--- config.mk ---
export PLATFORM = sky130hd
export DESIGN_NAME = fact_job_scheduler_flat
export DESIGN_NICKNAME = d
export VERILOG_FILES = /design/src/rtl/fact_job_scheduler_pkg.sv /design/src/rtl/fact_job_scheduler_if.sv /design/src/rtl/fact_job_scheduler_fifo.sv /design/src/rtl/fact_job_scheduler.sv /design/src/flat_wrapper.sv
export SDC_FILE = /design/constraint.sdc
export NUM_CORES = 1
export LEC_CHECK = 0
export ABC_AREA = 1
export BUFFER_PORTS_ARGS = -buffer_cell sky130_fd_sc_hd__buf_2
export CAP_MARGIN = 40
export CELL_PAD_IN_SITES_DETAIL_PLACEMENT = 1
export CELL_PAD_IN_SITES_GLOBAL_PLACEMENT = 2
export CORE_ASPECT_RATIO = 0.8
export CORE_UTILIZATION = 34
export DETAILED_ROUTE_END_ITERATION = 7
export GPL_ROUTABILITY_DRIVEN = 0
export GPL_TIMING_DRIVEN = 0
export PLACE_DENSITY_LB_ADDON = 0.15
export SYNTH_ARGS = -nofsm -noshare
export SYNTH_HDL_FRONTEND = slang
export SYNTH_HIERARCHICAL = 1
export SYNTH_SLANG_ARGS = --single-unit
--- constraint.sdc ---
create_clock -name clk -period 2.8 [get_ports clk]
set_input_delay 0.56 -clock clk [delete_from_list [all_inputs] [get_ports clk]]
set_output_delay 0.56 -clock clk [all_outputs]
set_load 0.02 [all_outputs]
--- src/rtl/fact_job_scheduler_pkg.sv ---
// fact_sched_pkg: scheduler FSM states and the accelerator register map
package fact_sched_pkg;
  typedef enum logic [2:0] {IDLE, LOAD_N, GO, WAIT, READ} state_t;
  localparam logic [1:0] ACC_DATA = 2'b00;
  localparam logic [1:0] ACC_CTRL = 2'b01;
  localparam logic [1:0] ACC_STAT = 2'b10;
  localparam logic [1:0] ACC_RES  = 2'b11;
  localparam int DONE_BIT = 0;
  localparam int ERR_BIT  = 1;
endpackage

--- src/rtl/fact_job_scheduler_if.sv ---
// fact_job_scheduler_if: requester job/result signals and the accelerator register bus
interface fact_job_scheduler_if;
  logic        job_push;
  logic [3:0]  job_n;
  logic        job_full;
  logic        job_drop;
  logic        res_pop;
  logic [31:0] res_data;
  logic        res_err;
  logic        res_empty;
  logic        busy;
  logic [1:0]  acc_addr;
  logic        acc_we;
  logic [3:0]  acc_wdata;
  logic [31:0] acc_rdata;
  modport slave (
    input  job_push, job_n, res_pop, acc_rdata,
    output job_full, job_drop, res_data, res_err, res_empty, busy, acc_addr, acc_we, acc_wdata
  );
  modport master (
    output job_push, job_n, res_pop, acc_rdata,
    input  job_full, job_drop, res_data, res_err, res_empty, busy, acc_addr, acc_we, acc_wdata
  );
endinterface

--- src/rtl/fact_job_scheduler_fifo.sv ---
// sync_fifo: first-word-fall-through FIFO, full/empty from pre-edge pointers
module sync_fifo #(
  parameter int WIDTH = 4,
  parameter int DEPTH = 4
) (
  input  logic             clk,
  input  logic             reset,
  input  logic             push,
  input  logic             pop,
  input  logic [WIDTH-1:0] din,
  output logic [WIDTH-1:0] dout,
  output logic             full,
  output logic             empty
);
  localparam int AW = $clog2(DEPTH);
  logic [AW:0] wr_q, wr_d, rd_q, rd_d;
  logic [WIDTH-1:0] mem_q [DEPTH];
  logic do_push, do_pop;
  always_comb begin
    empty = wr_q == rd_q;
    full = wr_q == {~rd_q[AW], rd_q[AW-1:0]};
    do_push = push && !full;
    do_pop = pop && !empty;
    wr_d = wr_q + {{AW{1'b0}}, do_push};
    rd_d = rd_q + {{AW{1'b0}}, do_pop};
    dout = empty ? '0 : mem_q[rd_q[AW-1:0]];
  end
  always_ff @(posedge clk) begin
    if (reset) begin
      wr_q <= '0;
      rd_q <= '0;
    end else begin
      wr_q <= wr_d;
      rd_q <= rd_d;
    end
    if (do_push) mem_q[wr_q[AW-1:0]] <= din;
  end
endmodule

--- src/rtl/fact_job_scheduler.sv ---
// fact_job_scheduler: queues factorial jobs and runs them one at a time on the accelerator bus
module fact_job_scheduler
  import fact_sched_pkg::*;
#(
  parameter int DEPTH   = 4,
  parameter int TIMEOUT = 255
) (
  input logic clk,
  input logic reset,
  fact_job_scheduler_if.slave bus
);
  localparam int CW = $clog2(TIMEOUT + 1);
  state_t state_q, state_d;
  logic [3:0] n_q, n_d;
  logic [CW-1:0] cnt_q, cnt_d;
  logic err_q, err_d, drop_q, drop_d;
  logic job_empty, job_full, job_pop, res_full, res_push, res_empty;
  logic [3:0] job_dout;
  logic [32:0] res_din, res_dout;
  logic [1:0] acc_addr;
  logic acc_we;
  logic [3:0] acc_wdata;
  sync_fifo #(.WIDTH(4), .DEPTH(DEPTH)) u_job (
    .clk(clk), .reset(reset), .push(bus.job_push), .pop(job_pop), .din(bus.job_n),
    .dout(job_dout), .full(job_full), .empty(job_empty)
  );
  sync_fifo #(.WIDTH(33), .DEPTH(DEPTH)) u_res (
    .clk(clk), .reset(reset), .push(res_push), .pop(bus.res_pop), .din(res_din),
    .dout(res_dout), .full(res_full), .empty(res_empty)
  );
  assign bus.job_full  = job_full;
  assign bus.job_drop  = drop_q;
  assign bus.res_empty = res_empty;
  assign bus.res_err   = res_dout[32];
  assign bus.res_data  = res_dout[31:0];
  assign bus.busy      = state_q != IDLE;
  assign bus.acc_addr  = acc_addr;
  assign bus.acc_we    = acc_we;
  assign bus.acc_wdata = acc_wdata;
  always_comb begin
    state_d = state_q;
    n_d = n_q;
    cnt_d = cnt_q;
    err_d = err_q;
    drop_d = bus.job_push && job_full;
    job_pop = 1'b0;
    res_push = 1'b0;
    res_din = '0;
    acc_addr = ACC_STAT;
    acc_we = 1'b0;
    acc_wdata = '0;
    case (state_q)
      IDLE: if (!job_empty && !res_full) begin
        job_pop = 1'b1;
        n_d = job_dout;
        state_d = LOAD_N;
      end
      LOAD_N: begin
        acc_addr = ACC_DATA;
        acc_we = 1'b1;
        acc_wdata = n_q;
        state_d = GO;
      end
      GO: begin
        acc_addr = ACC_CTRL;
        acc_we = 1'b1;
        acc_wdata = 4'b0001;
        cnt_d = '0;
        state_d = WAIT;
      end
      WAIT: if (bus.acc_rdata[DONE_BIT] || bus.acc_rdata[ERR_BIT]) begin
        err_d = bus.acc_rdata[ERR_BIT];
        state_d = READ;
      end else if (cnt_q == CW'(TIMEOUT - 1)) begin
        res_push = 1'b1;
        res_din = {1'b1, 32'd0};
        state_d = IDLE;
      end else begin
        cnt_d = cnt_q + CW'(1);
      end
      READ: begin
        acc_addr = ACC_RES;
        res_push = 1'b1;
        res_din = {err_q, bus.acc_rdata};
        err_d = 1'b0;
        state_d = IDLE;
      end
      default: state_d = IDLE;
    endcase
  end
  always_ff @(posedge clk) begin
    if (reset) begin
      state_q <= IDLE;
      n_q <= '0;
      cnt_q <= '0;
      err_q <= 1'b0;
      drop_q <= 1'b0;
    end else begin
      state_q <= state_d;
      n_q <= n_d;
      cnt_q <= cnt_d;
      err_q <= err_d;
      drop_q <= drop_d;
    end
  end
endmodule

--- src/flat_wrapper.sv ---
// flat-port wrapper written by rule: the top's interface ports become plain ports
module fact_job_scheduler_flat import fact_sched_pkg::*;
#(
  parameter int DEPTH   = 4,
  parameter int TIMEOUT = 255
)
  (clk, reset, bus_job_push, bus_job_n, bus_res_pop, bus_acc_rdata, bus_job_full, bus_job_drop, bus_res_data, bus_res_err, bus_res_empty, bus_busy, bus_acc_addr, bus_acc_we, bus_acc_wdata);
  fact_job_scheduler_if bus_i ();
  input logic clk;
  input logic reset;
  input wire logic [$bits(bus_i.job_push)-1:0] bus_job_push;
  input wire logic [$bits(bus_i.job_n)-1:0] bus_job_n;
  input wire logic [$bits(bus_i.res_pop)-1:0] bus_res_pop;
  input wire logic [$bits(bus_i.acc_rdata)-1:0] bus_acc_rdata;
  output wire logic [$bits(bus_i.job_full)-1:0] bus_job_full;
  output wire logic [$bits(bus_i.job_drop)-1:0] bus_job_drop;
  output wire logic [$bits(bus_i.res_data)-1:0] bus_res_data;
  output wire logic [$bits(bus_i.res_err)-1:0] bus_res_err;
  output wire logic [$bits(bus_i.res_empty)-1:0] bus_res_empty;
  output wire logic [$bits(bus_i.busy)-1:0] bus_busy;
  output wire logic [$bits(bus_i.acc_addr)-1:0] bus_acc_addr;
  output wire logic [$bits(bus_i.acc_we)-1:0] bus_acc_we;
  output wire logic [$bits(bus_i.acc_wdata)-1:0] bus_acc_wdata;
  assign bus_i.job_push = bus_job_push;
  assign bus_i.job_n = bus_job_n;
  assign bus_i.res_pop = bus_res_pop;
  assign bus_i.acc_rdata = bus_acc_rdata;
  assign bus_job_full = bus_i.job_full;
  assign bus_job_drop = bus_i.job_drop;
  assign bus_res_data = bus_i.res_data;
  assign bus_res_err = bus_i.res_err;
  assign bus_res_empty = bus_i.res_empty;
  assign bus_busy = bus_i.busy;
  assign bus_acc_addr = bus_i.acc_addr;
  assign bus_acc_we = bus_i.acc_we;
  assign bus_acc_wdata = bus_i.acc_wdata;
  fact_job_scheduler #(.DEPTH(DEPTH), .TIMEOUT(TIMEOUT)) u_core (.clk(clk), .reset(reset), .bus(bus_i));
endmodule
==> qor.yml, run 1 <==
synthAdderAreaFrac_pct: 1.578
clk_latency_ps: 440
synth_xor_area_share_pct: 0.4417
muxShareOfSynthArea_pct: 0
finalCriticalPeriod_ps: 2588
synth_cell_type_count: 29
clock_path_buffers: 2
synth_compound_area_share_pct: 6.373
critPathTopFamily: "buffers and inverters"
cts_tree: "yes"
r2r-start: "u_core/cnt_q[0]"
die_area_um2: 23950
num_antenna_cells: 0
max_freq_mhz: 386.4
drv_cap: 0
min_from: "bus_job_n[1]"
path_buf_inv: 4
whs_path_depth: 1
cts_hold_buf: 0
first_pass_iters: 4
drc: 0
worstPathArrival_ps: 2030
finalSetupViolCount: 0
internal-power_uw: 4407
synth_seq_cells: 177
slew_violations: 0
rsz0062_at_grt: "false"
path_depth: 6
end_kind: "output pin"
path_class: "flop to output pin"
dp_hpwl_um: 13930
synthSimpleGateAreaFrac_pct: 19.78
worst_hold_slack_ps: 351.2
clockPowerShare_pct: 37.9
p_sw_share_pct: 27.03
worst-path-max-fanout: 10
crit_required_ps: 2240
synth-seq-area-share_pct: 63.35
cts.sinks: 177
ff2ff_path_depth: 9
vdd_drop_max_mv: 0.2726
dr.first_iter.drc_count: 274
hold_viol: 0
reg2reg_slack_ps: 220
nets: 982
vias: 5786
p_comb_share_pct: 12.9
yosys.area.top_type: "edfxtp_1"
synth-warning-count: 6
die_w_um: 172.8
grt_pass1_vias: 6124
synth_top_family_by_area: "simple AND/OR/NAND/NOR gates"
power_uw: 6040
cp-startpoint: "u_core/state_q[2]"
grt_usage_pct: 18.14
critPathLaunchType: "flop"
grt_antenna_before_repair: 0
syn_area_um2: 7931
finalCritPeriodShare_pct: 92.42
cts_root_buffer: "clkbuf_16"
worstMarginPinSlew_ps: 629.8
routed_wl_um: 20680
start_util_pct: 34.96
p_sw_uw: 1632
final_cell_mix: "240 x nand2_1, 148 x edfxtp_1, 116 x inv_1"
cellPowerDensity_nw_per_um2: 640.5
synth_area_per_cell_um2: 9.614
fill_cells: 2617
hold_class: "input pin to flop"
io_buffers: 83
critPathSlowestCell: "dfxtp_1"
htreeDepth: 4
multiInputGateArea_um2: 2265
power_frac_seq_pct: 49.3
ioPinCount: 84
syn-num-nets: 875
grt_pass1_wl_um: 33210
core_region_area_um2: 22680
netlist_top_cells_area: "edfxtp_1 56%, nand2_1 11%, dfxtp_1 7.3%"
total_leakage_power_uw: 0.004153
max_slew_margin_pct: 58.01
layout-drive-gt1-share_pct: 18.43
crit_path_cell_trace: "inv_2 -> nor3_1 -> inv_2 -> buf_2 -> nand2_1 -> buf_2"
final_util_pct: 41.57
die_h_um: 138.6
drt-vias-per-instance: 4.629
final_common_cell: "nand2_1"
syn_to_final_growth_pct: 18.88
netlist.area_leader.share_pct: 56.03
critPathMaxStageDelay_ps: 420
route.antenna.remaining_nets: 0
holdPathEnd: "u_core/u_job/mem_q[2][1]"
r2r-end: "u_core/u_res/mem_q[0][10]"
clk_pin_slew_worst_paths_ps: 70
seqCellArea_um2: 5025
status: "finished clean"
wire_per_inst_um: 16.54
syn_inst: 825
skew_ps: 17.83
grt_max_degree: 23
numCtsBuffers: 17
placementRows: 49
overflow: 0
[final cells by class]
class / instances / share of cell area, %
Sequential cell: 177 / 53.29
Timing Repair Buffer: 88 / 5.547
Inverter: 123 / 5.003
Buffer: 29 / 2.189
Clock buffer: 18 / 4.551
Multi-Input combinational cell: 496 / 24.02
Clock inverter: 13 / 1.340
Tap cell: 306 / 4.061
[worst max-delay path by stage]
stage                                     endpoint  slack, ps
after floorplan           u_core/u_res/mem_q[0][0]       -130
after global placement    u_core/u_res/mem_q[1][6]      -1740
after detailed placement  u_core/u_res/mem_q[3][6]        170
after CTS                         bus_res_data[25]         80
after global routing              bus_res_data[19]         10
final                              bus_acc_addr[0]        210
[synth_stat cells]
cell type    n
o21ai_1     21
nand2_2      6
inv_1      116
nand3_2      1
nand2_4      4
nor3_1       2
nor2_4       2
a22oi_1      1
inv_2        5
nand4_1      1
clkbuf_1     7
xnor2_1      4
edfxtp_1   148
inv_4        1
ha_1        10
buf_6        8
dfxtp_1     29
o21ai_0     64
nor2_2       4
buf_4        6
buf_2        7
nand2_1    240
nand3_1     10
buf_1        1
o211ai_1     1
nor2_1     109
nand3_4      3
a21oi_1     13
inv_8        1
[metal layers]
| metal | track usage (%) | routed length (um) | part of all wire [%] |
|---|---|---|---|
| met3 | 3.591 | 709 | 3.4 |
| met4 | 5.263 | 225 | 1.1 |
| met2 | 30.81 | 10040 | 49 |
| met1 | 23.49 | 9699 | 47 |
| met5 | 0 | 0 | 0 |
[timing repair]
item / 4_1_cts / 5_1_grt
endpoints found under the setup margin: 0 / 38
resized for setup: 0 / 10
buffers inserted: 0 / 1
[power by group through the flow]
stage               Combinational (uW)  Sequential (uW)  Clock (uW)
CTS                                796             2980        2360
detailed placement                 790             3030           0
global route                       881             2990        2470
floorplan                          537             3020           0
global placement                   755             3030           0
finish                             778             2970        2290
[registers in the layout, summed over array words and instances (netlist names)]
register             cells
u_core/state_q           3
u_core/n_q               4
u_core/u_job/mem_q      16
u_core/bus.job_drop      1
u_core/cnt_q             8
u_core/u_res/wr_q        3
u_core/u_job/rd_q        3
u_core/u_res/mem_q     132
u_core/u_res/rd_q        3
u_core/err_q             1
u_core/u_job/wr_q        3
[per-stage QoR]
stage          instance area [um2]  setup slack [ps]  TNS [ps]  instances
3_5_place_dp                  8847             172.3         0       1218
2_1_floorplan                 7931            -126.7    -16720        825
6_report                      9429             212.2         0       1250
5_1_grt                       9429             9.641         0       1250
3_3_place_gp                  8730             -1739   -223140       1214
4_1_cts                       9403             78.82         0       1249
[cell families (layout without fill, tap and decap cells)]
group,count (synthesis),in the layout
buffers and inverters,152,271
AO/OA/AOI/OAI,100,100
XOR/XNOR,4,4
AND/OR/NAND/NOR,382,382
adder cells (fa/ha/maj),10,10
flip-flops,177,177
(Power assumes the default switching activity.)
==> run 2, diff against run 1 <==
==> constraint.sdc (replaced) <==
create_clock -name clk -period 2.8 [get_ports clk]
set_input_delay 0.14 -clock clk [delete_from_list [all_inputs] [get_ports clk]]
set_output_delay 0.14 -clock clk [all_outputs]
set_load 0.02 [all_outputs]
==> run 2 against run 1 <==
Net effect:
- count of clock-buffer cells in the layout stayed put
- sequential cell count stayed put
- first-iteration DRC count is 1.5% lower
- sequential share of layout area is 0.25 points lower
- combinational power is 0.6% higher
- sequential power hardly changed
- cell area is 0.46% higher
- critical path depth is 3 higher
- highest routed layer unchanged
==> qor.yml, run 2 (same netlist as run 1, synthesis figures left out) <==
end_kind: "flop"
ioPinCount: 84
worst-path-max-fanout: 22
htreeDepth: 4
nets: 987
clk_pin_slew_worst_paths_ps: 70
num_antenna_cells: 0
slew_violations: 0
multiInputGateArea_um2: 2265
syn_to_final_growth_pct: 19.44
first_pass_iters: 4
crit_path_cell_trace: "inv_1 -> ha_1 -> inv_1 -> nor2_1 -> nand2_1 -> o21ai_0 -> nand2_1 -> nor2_4 -> buf_12"
p_comb_share_pct: 13.0
route.antenna.remaining_nets: 0
numCtsBuffers: 17
cellPowerDensity_nw_per_um2: 637.7
seqCellArea_um2: 5025
p_sw_share_pct: 26.98
clock_path_buffers: 2
grt_antenna_before_repair: 0
fill_cells: 2613
placedInstanceArea_um2: 8847
critPathMaxStageDelay_ps: 470
drc: 0
total_leakage_power_uw: 0.004158
critPathLaunchType: "flop"
io_buffers: 83
placementRows: 49
final_cells: 1255
vias: 5788
cts_root_buffer: "clkbuf_16"
finalCriticalPeriod_ps: 2562
die_area_um2: 23950
drv_cap: 0
die_w_um: 172.8
cts_resized: 0
power_frac_seq_pct: 49.2
dr.first_iter.drc_count: 270
final_cell_area_um2: 9473
finalCritPeriodShare_pct: 91.49
start_util_pct: 34.96
die_h_um: 138.6
worstPathArrival_ps: 2680
grt_pass1_vias: 6147
internal-power_uw: 4411
dp_hpwl_um: 13930
skew_ps: 18.09
preCtsSetupSlack_ps: 172.3
clockPowerShare_pct: 37.8
largest_reg_flops: 132
overflow: 0
worst_hold_slack_ps: 71.93
cts.sinks: 177
hold_viol: 0
p_sw_uw: 1630
crit_required_ps: 2920
status: "finished clean"
core_region_area_um2: 22680
cp-startpoint: "u_core/cnt_q[0]"
final_cell_mix: "240 x nand2_1, 148 x edfxtp_1, 116 x inv_1"
clk_latency_ps: 430
wire_per_inst_um: 16.54
vdd_drop_max_mv: 0.2719
setup_tns_ps: 0
cts_tree: "yes"
path_class: "flop to flop"
drt-vias-per-instance: 4.612
grt_max_degree: 23
grt_pass1_wl_um: 33300
final_common_cell: "nand2_1"
worstMarginPinSlew_ps: 637.9
routed_wl_um: 20760
layout-drive-gt1-share_pct: 17.81
rsz0062_at_grt: "false"
finalSetupViolCount: 0
max_freq_mhz: 390.4
min_from: "bus_acc_rdata[4]"
r2r-start: "u_core/cnt_q[0]"
setup_slack_ps: 238.3
max_slew_margin_pct: 57.47
hold_class: "input pin to flop"
grt_usage_pct: 18.19
critPathSlowestCell: "nor2_4"
dp.cells: 1218
-- run 2: what timing repair did --
action,CTS,global route
buffers inserted,0,1
endpoints found under the setup margin,0,19
hold buffers,5,0
hold endpoints to repair,17,0
-- run 2: final timing paths --
kind,endpoint,slack (ps),cells after the start
setup / recovery,u_core/u_res/mem_q[1][14],240,9
setup reg to reg,u_core/u_res/mem_q[1][14],240,9
hold reg to reg,u_core/n_q[0],450,2
hold / removal,u_core/u_res/mem_q[1][4],70,3
-- run 2: power by group through the flow --
stage          logic [uW]  clock network (uW)  registers (uW)
2_1_floorplan         537                   0            3020
3_3_place_gp          755                   0            3030
3_5_place_dp          790                   0            3030
4_1_cts               801                2360            2980
5_1_grt               886                2470            2990
6_report              783                2280            2970
-- run 2: routing by layer --
layer	global-route usage, %	routed length, um	vias to the layer above
li1	-	-	2859
met3	3.591	670	13
met4	5.263	225	0
met2	30.92	10050	88
met5	0	0	-
met1	23.56	9812	2828
-- run 2: area by class of cell --
| class | count | area share [%] |
|---|---|---|
| Buffer | 29 | 2.113 |
| Sequential cell | 177 | 53.04 |
| Inverter | 123 | 4.980 |
| Timing Repair Buffer | 93 | 6.049 |
| Tap cell | 306 | 4.042 |
| Clock buffer | 18 | 4.530 |
| Multi-Input combinational cell | 496 | 23.91 |
| Clock inverter | 13 | 1.334 |
-- run 2: stage by stage --
stage,total power [uW],utilization [%]
3_5_place_dp,3825,39.00
5_1_grt,6339,41.76
2_1_floorplan,3555,-
3_3_place_gp,3783,38.48
6_report,6041,41.76
4_1_cts,6136,41.67
-- run 2: critical path: cells and delay by family, from the launching register on --
family / cells / cell delay (ps)
AO/OA/AOI/OAI: 1 / 250
adder cells (fa/ha/maj): 1 / 150
buffers and inverters: 3 / 390
AND/OR/NAND/NOR: 4 / 1110
flip-flops: 1 / 340
==> run 3, diff against run 2 <==
--- a/config.mk
+++ b/config.mk
@@ -11,7 +11,7 @@
 export CELL_PAD_IN_SITES_DETAIL_PLACEMENT = 1
 export CELL_PAD_IN_SITES_GLOBAL_PLACEMENT = 2
 export CORE_ASPECT_RATIO = 0.8
-export CORE_UTILIZATION = 34
+export CORE_UTILIZATION = 25
 export DETAILED_ROUTE_END_ITERATION = 7
 export GPL_ROUTABILITY_DRIVEN = 0
 export GPL_TIMING_DRIVEN = 0
==> run 3 against run 2 <==
Net effect:
- total power up 1.6%
- sequential share of layout area down 1.2 points
- via count down 3.2%
- maximum frequency up 1.4%
- cell area up 2.3%
- clock power up 4%
- register-to-register slack better by 40 ps
- sequential power about the same
- critical path depth unchanged
- first-iteration DRC count down 16%
- clock skew down 4.5 ps
==> qor.yml, run 3 (same netlist as run 1, synthesis figures left out) <==
die_area_um2: 32450
io_buffers: 83
cts_resized: 0
layout-drive-gt1-share_pct: 18.24
hold_viol: 0
worst-path-max-fanout: 18
cellPowerDensity_nw_per_um2: 633.3
dr_wl_met3_um: 489
worstMarginPinSlew_ps: 674.7
setup_slack_ps: 273.5
reg2reg_slack_ps: 270
hold_class: "input pin to flop"
finalCritPeriodShare_pct: 90.23
overflow: 0
dp_hpwl_um: 14370
fill_cells: 3589
first_pass_iters: 4
final_util_pct: 31.45
die_h_um: 161.3
max_slew_margin_pct: 55.02
max_freq_mhz: 395.8
wl_met2_um: 9478
finalSetupViolCount: 0
top_layer_used: "met4"
numCtsBuffers: 17
vdd_drop_max_mv: 0.3687
clk_latency_ps: 430
cts_tree: "yes"
final_cell_mix: "240 x nand2_1, 148 x edfxtp_1, 116 x inv_1"
grt_max_degree: 21
grt_pass1_wl_um: 33470
start_util_pct: 25.74
cts.sinks: 177
routed_wl_um: 21390
finalCriticalPeriod_ps: 2527
route.antenna.remaining_nets: 0
grt_pass1_vias: 5687
drv_cap: 0
wl_met1_um: 11230
largest_reg_flops: 132
num_antenna_cells: 0
die_w_um: 201.1
cts_root_buffer: "clkbuf_16"
clk_pin_slew_worst_paths_ps: 80
syn_to_final_growth_pct: 22.16
skew_ps: 13.55
slew_violations: 0
nets: 991
core_region_area_um2: 30810
setup_tns_ps: 0
preCtsSetupSlack_ps: 115.8
final_common_cell: "nand2_1"
end_kind: "flop"
placedInstanceArea_um2: 8996
htreeDepth: 4
wire_per_inst_um: 15.65
ioPinCount: 84
path_class: "flop to flop"
drt-vias-per-instance: 4.097
dr.first_iter.drc_count: 228
worstPathArrival_ps: 2660
clock_path_buffers: 2
total_leakage_power_uw: 0.004192
placementRows: 57
final_cell_area_um2: 9689
critPathSlowestCell: "nor2_4"
grt_usage_pct: 13.87
vias: 5600
critPathMaxStageDelay_ps: 570
rsz0062_at_grt: "false"
critPathLaunchType: "flop"
grt_antenna_before_repair: 0
crit_path_cell_trace: "inv_1 -> ha_1 -> inv_1 -> nor2_1 -> nand2_1 -> o21ai_0 -> nand2_1 -> nor2_4 -> buf_16"
status: "finished clean"
crit_required_ps: 2930
drc: 0
run 3: cell types whose count changed in the layout (fill, tap and decap cells not counted), sizes merged:
cell and delta:
buf +4, clkinvlp +2, clkinv -1
run 3: final timing paths:
check	from	cells after the start	endpoint
worst min-delay path	bus_acc_rdata[17]	3	u_core/u_res/mem_q[1][17]
worst max-delay path	u_core/cnt_q[0]	9	u_core/u_res/mem_q[2][24]
worst max register to register	u_core/cnt_q[0]	9	u_core/u_res/mem_q[2][24]
worst min register to register	u_core/n_q[0]	2	u_core/n_q[0]
run 3: critical path: cells and delay by family, from the launching register on:
family                     cells  cell delay [ps]
AOI/OAI and AO/OA              1              190
adders and majority gates      1              140
buffers and inverters          3              360
DFF                            1              340
and+or+nand+nor                4             1180
run 3: area by class of cell:
class / count / area (um2) / share of cell area (%)
Sequential cell: 177 / 5025 / 51.86
Multi-Input combinational cell: 496 / 2265 / 23.37
Timing Repair Buffer: 97 / 630.6 / 6.508
Tap cell: 413 / 516.7 / 5.333
Inverter: 123 / 471.7 / 4.868
Clock buffer: 18 / 429.2 / 4.429
Buffer: 29 / 200.2 / 2.066
Clock inverter: 14 / 151.4 / 1.562
run 3: routing by layer:
| metal | track usage (%) | vias up |
|---|---|---|
| met5 | 0 | - |
| met4 | 3.227 | 0 |
| met3 | 2.845 | 10 |
| met2 | 21.83 | 60 |
| met1 | 19.50 | 2663 |
| li1 | - | 2867 |
run 3: timing repair:
| item | in CTS | in global routing |
|---|---|---|
| setup endpoints to repair | 0 | 32 |
| endpoints found under the hold margin | 17 | 0 |
| buffers inserted | 0 | 5 |
| hold buffers | 5 | 0 |
run 3: where the power goes:
group | internal, uW | switching (uW)
Sequential | 2910 | 60.1
Clock | 1260 | 1120
Combinational | 259 | 523
Total | 4440 | 1700
run 3: metrics by stage:
| stage | hold slack (ps) | std cells | total power (uW) |
|---|---|---|---|
| 6_report | 76.00 | 1367 | 6137 |
| 5_1_grt | 63.22 | 1367 | 6444 |
| 4_1_cts | 62.47 | 1362 | 6242 |
| 3_5_place_dp | 358.7 | 1325 | 3830 |
| 3_3_place_gp | 360.9 | 1321 | 3821 |
| 2_1_floorplan | 209.1 | 825 | 3555 |
